File: src/rtl/keypad_scanner.sv
// rtl/keypad_scanner.sv - 4x4 matrix keypad scanner with whole-scan debounce
module keypad_scanner #(
  parameter int ROW_DWELL    = 49999,
  parameter int STABLE_SCANS = 5
) (
  input  logic       clk,
  input  logic       rst_n,
  input  logic [3:0] col,
  output logic [3:0] row,
  output logic [3:0] key_code,
  output logic       key_valid,
  output logic       key_held
);

  localparam logic [17:0] DWELL_MAX  = 18'(ROW_DWELL);
  localparam logic [3:0]  STABLE_MIN = 4'(STABLE_SCANS);

  typedef enum logic [1:0] {RES_NONE, RES_SINGLE, RES_MULTI} res_kind_t;

  logic [17:0] dwell_cnt;
  logic [1:0]  row_idx;
  res_kind_t   acc_kind, nxt_kind, scan_kind, prev_kind;
  logic [3:0]  acc_code, nxt_code, scan_code, prev_code;
  logic        scan_done;
  logic [3:0]  stable_cnt, stable_nxt;
  logic        armed, armed_eff, changed, is_stable;
  logic [3:0]  low;
  logic [2:0]  low_cnt;
  logic [1:0]  col_pos;
  logic        sample_now;

  assign row        = ~(4'b0001 << row_idx);
  assign low        = ~col;
  assign sample_now = (dwell_cnt == DWELL_MAX);
  assign low_cnt    = {2'b00, low[0]} + {2'b00, low[1]} + {2'b00, low[2]} + {2'b00, low[3]};

  always_comb begin
    col_pos = 2'd0;
    for (int i = 0; i < 4; i++) begin
      if (low[i]) col_pos = 2'(i);
    end
  end

  // Fold this row's sample into the scan result; code is kept 0 unless SINGLE so results compare directly.
  always_comb begin
    nxt_kind = acc_kind;
    nxt_code = acc_code;
    if (low_cnt >= 3'd2) begin
      nxt_kind = RES_MULTI;
      nxt_code = 4'd0;
    end else if (low_cnt == 3'd1) begin
      if (acc_kind == RES_NONE) begin
        nxt_kind = RES_SINGLE;
        nxt_code = {row_idx, col_pos};
      end else begin
        nxt_kind = RES_MULTI;
        nxt_code = 4'd0;
      end
    end
  end

  always_ff @(posedge clk or negedge rst_n) begin
    if (!rst_n) begin
      dwell_cnt <= 18'd0;
      row_idx   <= 2'd0;
      acc_kind  <= RES_NONE;
      acc_code  <= 4'd0;
      scan_kind <= RES_NONE;
      scan_code <= 4'd0;
      scan_done <= 1'b0;
    end else begin
      scan_done <= 1'b0;
      if (sample_now) begin
        dwell_cnt <= 18'd0;
        row_idx   <= row_idx + 2'd1;
        if (row_idx == 2'd3) begin
          scan_kind <= nxt_kind;
          scan_code <= nxt_code;
          scan_done <= 1'b1;
          acc_kind  <= RES_NONE;
          acc_code  <= 4'd0;
        end else begin
          acc_kind <= nxt_kind;
          acc_code <= nxt_code;
        end
      end else begin
        dwell_cnt <= dwell_cnt + 18'd1;
      end
    end
  end

  // A changed result re-arms in the same evaluation, so STABLE_SCANS=1 reports immediately.
  always_comb begin
    changed    = (scan_kind != prev_kind) || (scan_code != prev_code);
    stable_nxt = changed ? 4'd1 : ((stable_cnt == 4'd15) ? 4'd15 : stable_cnt + 4'd1);
    armed_eff  = armed | changed;
    is_stable  = (stable_nxt >= STABLE_MIN);
  end

  always_ff @(posedge clk or negedge rst_n) begin
    if (!rst_n) begin
      prev_kind  <= RES_NONE;
      prev_code  <= 4'd0;
      stable_cnt <= 4'd0;
      armed      <= 1'b1;
      key_code   <= 4'd0;
      key_valid  <= 1'b0;
      key_held   <= 1'b0;
    end else begin
      key_valid <= 1'b0;
      if (scan_done) begin
        prev_kind  <= scan_kind;
        prev_code  <= scan_code;
        stable_cnt <= stable_nxt;
        armed      <= armed_eff;
        if (is_stable) begin
          if (scan_kind == RES_SINGLE) begin
            if (armed_eff) begin
              key_code  <= scan_code;
              key_valid <= 1'b1;
              key_held  <= 1'b1;
              armed     <= 1'b0;
            end
          end else begin
            key_held <= 1'b0;
            armed    <= 1'b1;
          end
        end
      end
    end
  end

endmodule

File: config.mk
export PLATFORM = sky130hd
export DESIGN_NAME = keypad_scanner
export DESIGN_NICKNAME = d
export VERILOG_FILES = /design/src/rtl/keypad_scanner.sv
export SDC_FILE = /design/constraint.sdc
export NUM_CORES = 1
export LEC_CHECK = 0
export CORE_UTILIZATION = 44
export CTS_CLUSTER_SIZE = 40
export DETAILED_ROUTE_END_ITERATION = 8
export GPL_TIMING_DRIVEN = 1
export PLACE_DENSITY = 0.75
export SYNTH_ARGS = -nofsm -noshare
export SYNTH_HDL_FRONTEND = slang
export SYNTH_SLANG_ARGS = --single-unit
File: constraint.sdc
create_clock -name clk -period 1.9 [get_ports clk]
set_input_delay 0.38 -clock clk [delete_from_list [all_inputs] [get_ports clk]]
set_output_delay 0.38 -clock clk [all_outputs]
set_load 0.005 [all_outputs]
==> impl_metrics.tcl, run 1 <==
set metrics [dict create \
    status "finished with violations" \
    violations "setup timing" \
    stdcell_count 357 \
    drive_above_1_share_pct 28.1 \
    ir_worst_vdd_v 0.000790 \
    diodes 0 \
    die_y_um 78.4 \
    antenna_found_initial 0 \
    crit_required_ns 2.14 \
    yosysMostFrequentCell "dfrtp_1" \
    syn-cell-area_um2 2570 \
    wl_per_cell_um 14.7 \
    ys_top_cells_by_area "dfrtp_1, xor2_1, ha_1, mux2_2, nand2_1" \
    rows 27 \
    ys_seq_area_share_pct 48.8 \
    yosys_warnings 0 \
    ys_ff_latch 50 \
    start_kind "input pin" \
    cp_max_fo 6 \
    drc_errors 0 \
    synth-edff-count 0 \
    synth_nets 256 \
    synth_async_sr_flop_share_pct 100 \
    synth_top_cell_by_area "dfrtp_1" \
    viasPerCell 5.32 \
    area_delta_synth_final_pct 27.6 \
    grt_pass1_vias 1963 \
    syn_inst 240 \
    coreArea_um2 5570 \
    grt_pass1_wl_um 9090 \
    dr.pass1.iters 4 \
    setup_violations 15 \
    synth_cell_type_count 45 \
    cts_tree "done" \
    die_w_um 78.4 \
    drv_cap 0 \
    fin_crit_sh_pct 111 \
    synth_ff_type "dfrtp_1" \
    cp_data_arrival_time_ns 2.35 \
    detail-route-antenna-nets 0 \
    drt_iter0_drc 59 \
    die_area_um2 6140 \
    slew_headroom_pct 58.3 \
    drv_slew 0 \
    dp_cells 345 \
    vias 1901 \
    holdCritPathClass "register to register" \
    fin_worst_skew_ns 0.00496 \
    power_w 0.00182 \
    rsz0062_at_grt "true" \
    leakage_nw 1.56 \
    cts_sinks 50 \
    pin_count 16 \
    clkLatencyLatePin_ns 0.29 \
    clockRootBuffer "clkbuf_8" \
    start_util_pct 46.1 \
    place_hpwl_um 3690 \
    synth.avg_cell_area_um2 10.7 \
    final_hold_viol_count 0 \
    worst_slack_ns -0.216 \
    final_nets 300 \
    p_per_area_nw_per_um2 555 \
    place_ws_ns -0.958 \
    grt_max_degree 24 \
    tightest_slew_ns 0.623 \
    grt_overflow_total 0 \
    cts_buffers 5 \
    max_freq_ghz 0.473 \
    clockBufferDepth 2 \
    grt_usage_pct 18.7 \
    clk_pin_slew_ns 0.08 \
    crit_type "input pin to register" \
    finalWirelength_um 5240 \
    gp_congestion 0.871 \
    htree_levels 2 \
    endpoint_kind "register" \
    synthTopCellsByCount "dfrtp_1, nand2_1, nor2_1, xor2_1, inv_1" \
    synth_top_area_share_pct 47.8 \
    fin_crit_ns 2.12 \
    numPortBuffers 15 \
    final_util_pct 58.8 \
]
critical path, stage by stage:
cell and delay (ns):
buf_6 0.10, fa_1 0.54, inv_2 0.05, ha_4 0.15, inv_2 0.06, ha_4 0.20
nor2_4 0.09, and2_4 0.21, nand2_1 0.12, a2111oi_4 0.33, a21o_1 0.12
where the power goes:
group	total (W)	switching [W]	internal (W)
logic	0.000158	0.0000974	0.0000609
registers	0.00106	0	0.00106
clock network	0.000598	0.000335	0.000263
total	0.00182	0.000433	0.00139
final timing paths:
path,startpoint,cells after the start,endpoint,slack (ns)
setup / recovery,col[3],11,acc_kind[0],-0.22
hold / removal,acc_code[3],1,acc_code[3],0.48
setup reg to reg,stable_cnt[0],7,key_held,0.08
hold reg to reg,acc_code[3],1,acc_code[3],0.48
max in group asynchronous,rst_n,3,dwell_cnt[3],0.87
min in group asynchronous,rst_n,2,key_code[3],0.50
placed cells by master (no fill, tap or decap), types with 6 or more instances in the layout:
cell	count
a21o_1	8
and3_1	9
buf_4	23
clkdlybuf4s50_1	11
dfrtp_1	49
ha_1	6
inv_1	11
mux2_2	10
nand2_1	21
nand3_1	6
nor2_1	15
xor2_1	16
layer usage:
| layer | GRT usage, % | vias to the layer above | wire length [um] |
|---|---|---|---|
| li1 | - | 944 | - |
| met2 | 31.9 | 31 | 2630 |
| met5 | 0 | - | 0 |
| met4 | 3.89 | 0 | 27 |
| met3 | 3.60 | 2 | 138 |
| met1 | 24.5 | 924 | 2450 |
per-stage QoR:
| stage | cell area (um^2) | setup TNS, ns | hold WS, ns |
|---|---|---|---|
| after floorplan | 2630 | -3.27 | 0.0844 |
| after global placement | 3020 | -9.87 | 0.289 |
| after detailed placement | 3020 | -10.74 | 0.294 |
| after CTS | 3200 | -2.25 | 0.486 |
| after global routing | 3280 | -3.29 | 0.516 |
| final | 3280 | -2.07 | 0.482 |
kinds of logic after synthesis:
family          share of synthesized area (%)
simple gates                             19.8
flops                                    48.8
compound gates                           11.2
xor+xnor                                 7.16
buf+inv                                  3.12
mux                                      4.82
fa+ha+maj                                5.17
timing repair:
action | CTS | global route
setup buffers | 1 | 2
hold buffers | 1 | 0
endpoints found under the hold margin | 10 | 0
endpoints found under the setup margin | 17 | 22
pin swaps | 7 | 6
gates cloned | 0 | 0
gates resized for setup | 27 | 9
final cells by class:
cell class                 count  area [um^2]
sequential                    50         1250
tap                           72         90.1
inverter                      14         52.6
multi-input combinational    171         1430
fill                         466         2300
clock buffer                   8         80.1
timing repair buffer          42          370
flip-flops by register name, indices dropped and copies added, names as in the netlist:
register and cells:
stable_cnt 4, scan_code 4, prev_code 4, acc_kind 2, key_code 4, acc_code 4
armed 1, dwell_cnt 18, prev_kind 2, key_valid 1, scan_kind 2, scan_done 1
row_idx 2, key_held 1
Note: power is estimated with default switching activity, not from simulation.
==> run 2, diff against run 1 <==
- CORE_ASPECT_RATIO: default -> 2
- SKIP_CTS_REPAIR_TIMING: default -> 1
- SLEW_MARGIN: default -> 20
==> run 2 against run 1 <==
- highest routed layer unchanged
- cell count fell by 0.56%
- the run still ends with setup timing left
- die area increased by 0.30%
- wire length grew 8.9%
- critical endpoint is now acc_code[3]
- worst setup slack improved by 0.015 ns
- sequential power is essentially flat
- critical path depth did not move
- count of clock-buffer cells in the layout fell by 2
- via count increased by 5.7%
- core utilization grew 1.2 points
- first-iteration DRC count grew 90%
==> impl_metrics.tcl, run 2 (synthesis gave the netlist of run 1 again) <==
set metrics [dict create \
    crit_required_ns 2.13 \
    die_w_um 56.0 \
    violations "setup timing" \
    area_delta_synth_final_pct 32.1 \
    rr_startpoint "stable_cnt[0]" \
    grt_pass1_vias 2127 \
    gp_congestion 0.862 \
    detail-route-antenna-nets 0 \
    final_hold_viol_count 0 \
    timing.rr.end "key_code[2]" \
    drt_iter0_drc 112 \
    crit_path_start "col[3]" \
    cp_data_arrival_time_ns 2.33 \
    ir_worst_vdd_v 0.000922 \
    grt_max_degree 30 \
    r2r_cells 6 \
    drv_slew 0 \
    drv_cap 0 \
    start_kind "input pin" \
    wl_per_cell_um 16.1 \
    fin_worst_skew_ns 0.00675 \
    use_met1_pct 18.3 \
    endpoint_kind "register" \
    top_register "dwell_cnt" \
    holdCritPathClass "input pin to async pin" \
    grt_overflow_total 0 \
    clk_pin_slew_ns 0.07 \
    use_met2_pct 39.9 \
    viasPerCell 5.66 \
    placed_cell_area_um2 3080 \
    rows 39 \
    worst_slack_ns -0.201 \
    numPortBuffers 15 \
    path_buf_inv 3 \
    die_area_um2 6160 \
    vias 2009 \
    cp_slowest_stage_delay_ns 0.55 \
    path_cells "buf_6, fa_1, inv_2, ha_4, inv_4, ha_4, nor2_4, and2_4, nand3_4, a2111oi_4, a21o_1" \
    crit_type "input pin to register" \
    final_common_cell "dfrtp_1" \
    stdcell_area_um2 3390 \
    diodes 0 \
    dr.pass1.iters 4 \
    tightest_slew_ns 0.545 \
    cts_tree "done" \
    path_common_cell "ha_4" \
    max_freq_ghz 0.476 \
    cpLargestDelayFamily "adder cells" \
    cp_max_fo 6 \
    pin_count 16 \
    worst-r2r-setup-slack_ns 0.07 \
    htree_levels 2 \
    fin_hold_ws_ns 0.0612 \
    die_y_um 110 \
    coreArea_um2 5660 \
    largest_reg_flops 18 \
    grt_usage_pct 20.2 \
    antenna_found_initial 0 \
    slew_headroom_pct 63.6 \
    cts_buffers 5 \
    final_cell_mix "dfrtp_1, buf_4, nand2_1" \
    cts_sinks 50 \
    clkLatencyLatePin_ns 0.29 \
    fin_crit_ns 2.10 \
    use_met3_pct 3.62 \
    drc_errors 0 \
    grt_pass1_wl_um 9450 \
    leakage_nw 1.64 \
    clockBufferDepth 2 \
    final_nets 309 \
    status "finished with violations" \
    drive_above_1_share_pct 31.3 \
    start_util_pct 45.4 \
    fin_crit_sh_pct 111 \
    setup_violations 15 \
    clockRootBuffer "clkbuf_16" \
    busiest_layer "met2" \
    p_per_area_nw_per_um2 638 \
    slowest_stage "fa_1" \
    place_hpwl_um 4240 \
    finalWirelength_um 5710 \
    rsz0062_at_grt "true" \
]
==> run 2: cell count changes in the layout (fill, tap and decap cells not counted), moves of 2 or more <==
cell,before,now
buf_4,23,31
clkbuf_16,0,5
clkbuf_8,5,1
clkbuf_1,3,0
buf_2,3,1
buf_6,2,4
clkbuf_2,0,2
==> run 2: layout make-up <==
class | instances | area (um^2)
Timing Repair Buffer | 51 | 445
Sequential cell | 50 | 1250
Clock inverter | 2 | 12.5
Clock buffer | 6 | 139
Fill cell | 489 | 2270
Multi-Input combinational cell | 171 | 1410
Inverter | 14 | 55.1
Tap cell | 61 | 76.3
==> run 2: through the flow <==
step | instances | TNS, ns | utilization (%) | power, W | setup slack, ns
floorplan | 240 | -3.27 | - | 0.00115 | -0.326
global placement | 344 | -10.04 | 54.5 | 0.00122 | -0.890
detailed placement | 344 | -10.80 | 54.5 | 0.00123 | -0.936
CTS | 352 | -7.44 | 57.2 | 0.00214 | -0.640
global route | 355 | -3.37 | 59.9 | 0.00223 | -0.300
finish | 355 | -2.04 | 59.9 | 0.00216 | -0.201
==> run 2: per-layer routing <==
layer  routed length, um  part of all wire [%]
met1                1930                    34
met2                3440                    60
met3                 117                   2.0
met4                 224                   3.9
met5                   0                     0
==> run 2: how the worst max path moves through the flow <==
| stage | cells past startpoint | slack (ns) | end |
|---|---|---|---|
| 6_report | 11 | -0.20 | acc_code[3] |
| 3_3_place_gp | 12 | -0.89 | scan_code[2] |
| 4_1_cts | 11 | -0.64 | acc_code[3] |
| 3_5_place_dp | 11 | -0.94 | acc_code[3] |
| 2_1_floorplan | 10 | -0.33 | acc_code[2] |
| 5_1_grt | 11 | -0.30 | acc_code[3] |
==> run 2: where the power goes <==
group / internal (W) / switching [W]
Clock: 0.000522 / 0.000389
Sequential: 0.00106 / 0
Combinational: 0.0000848 / 0.000104
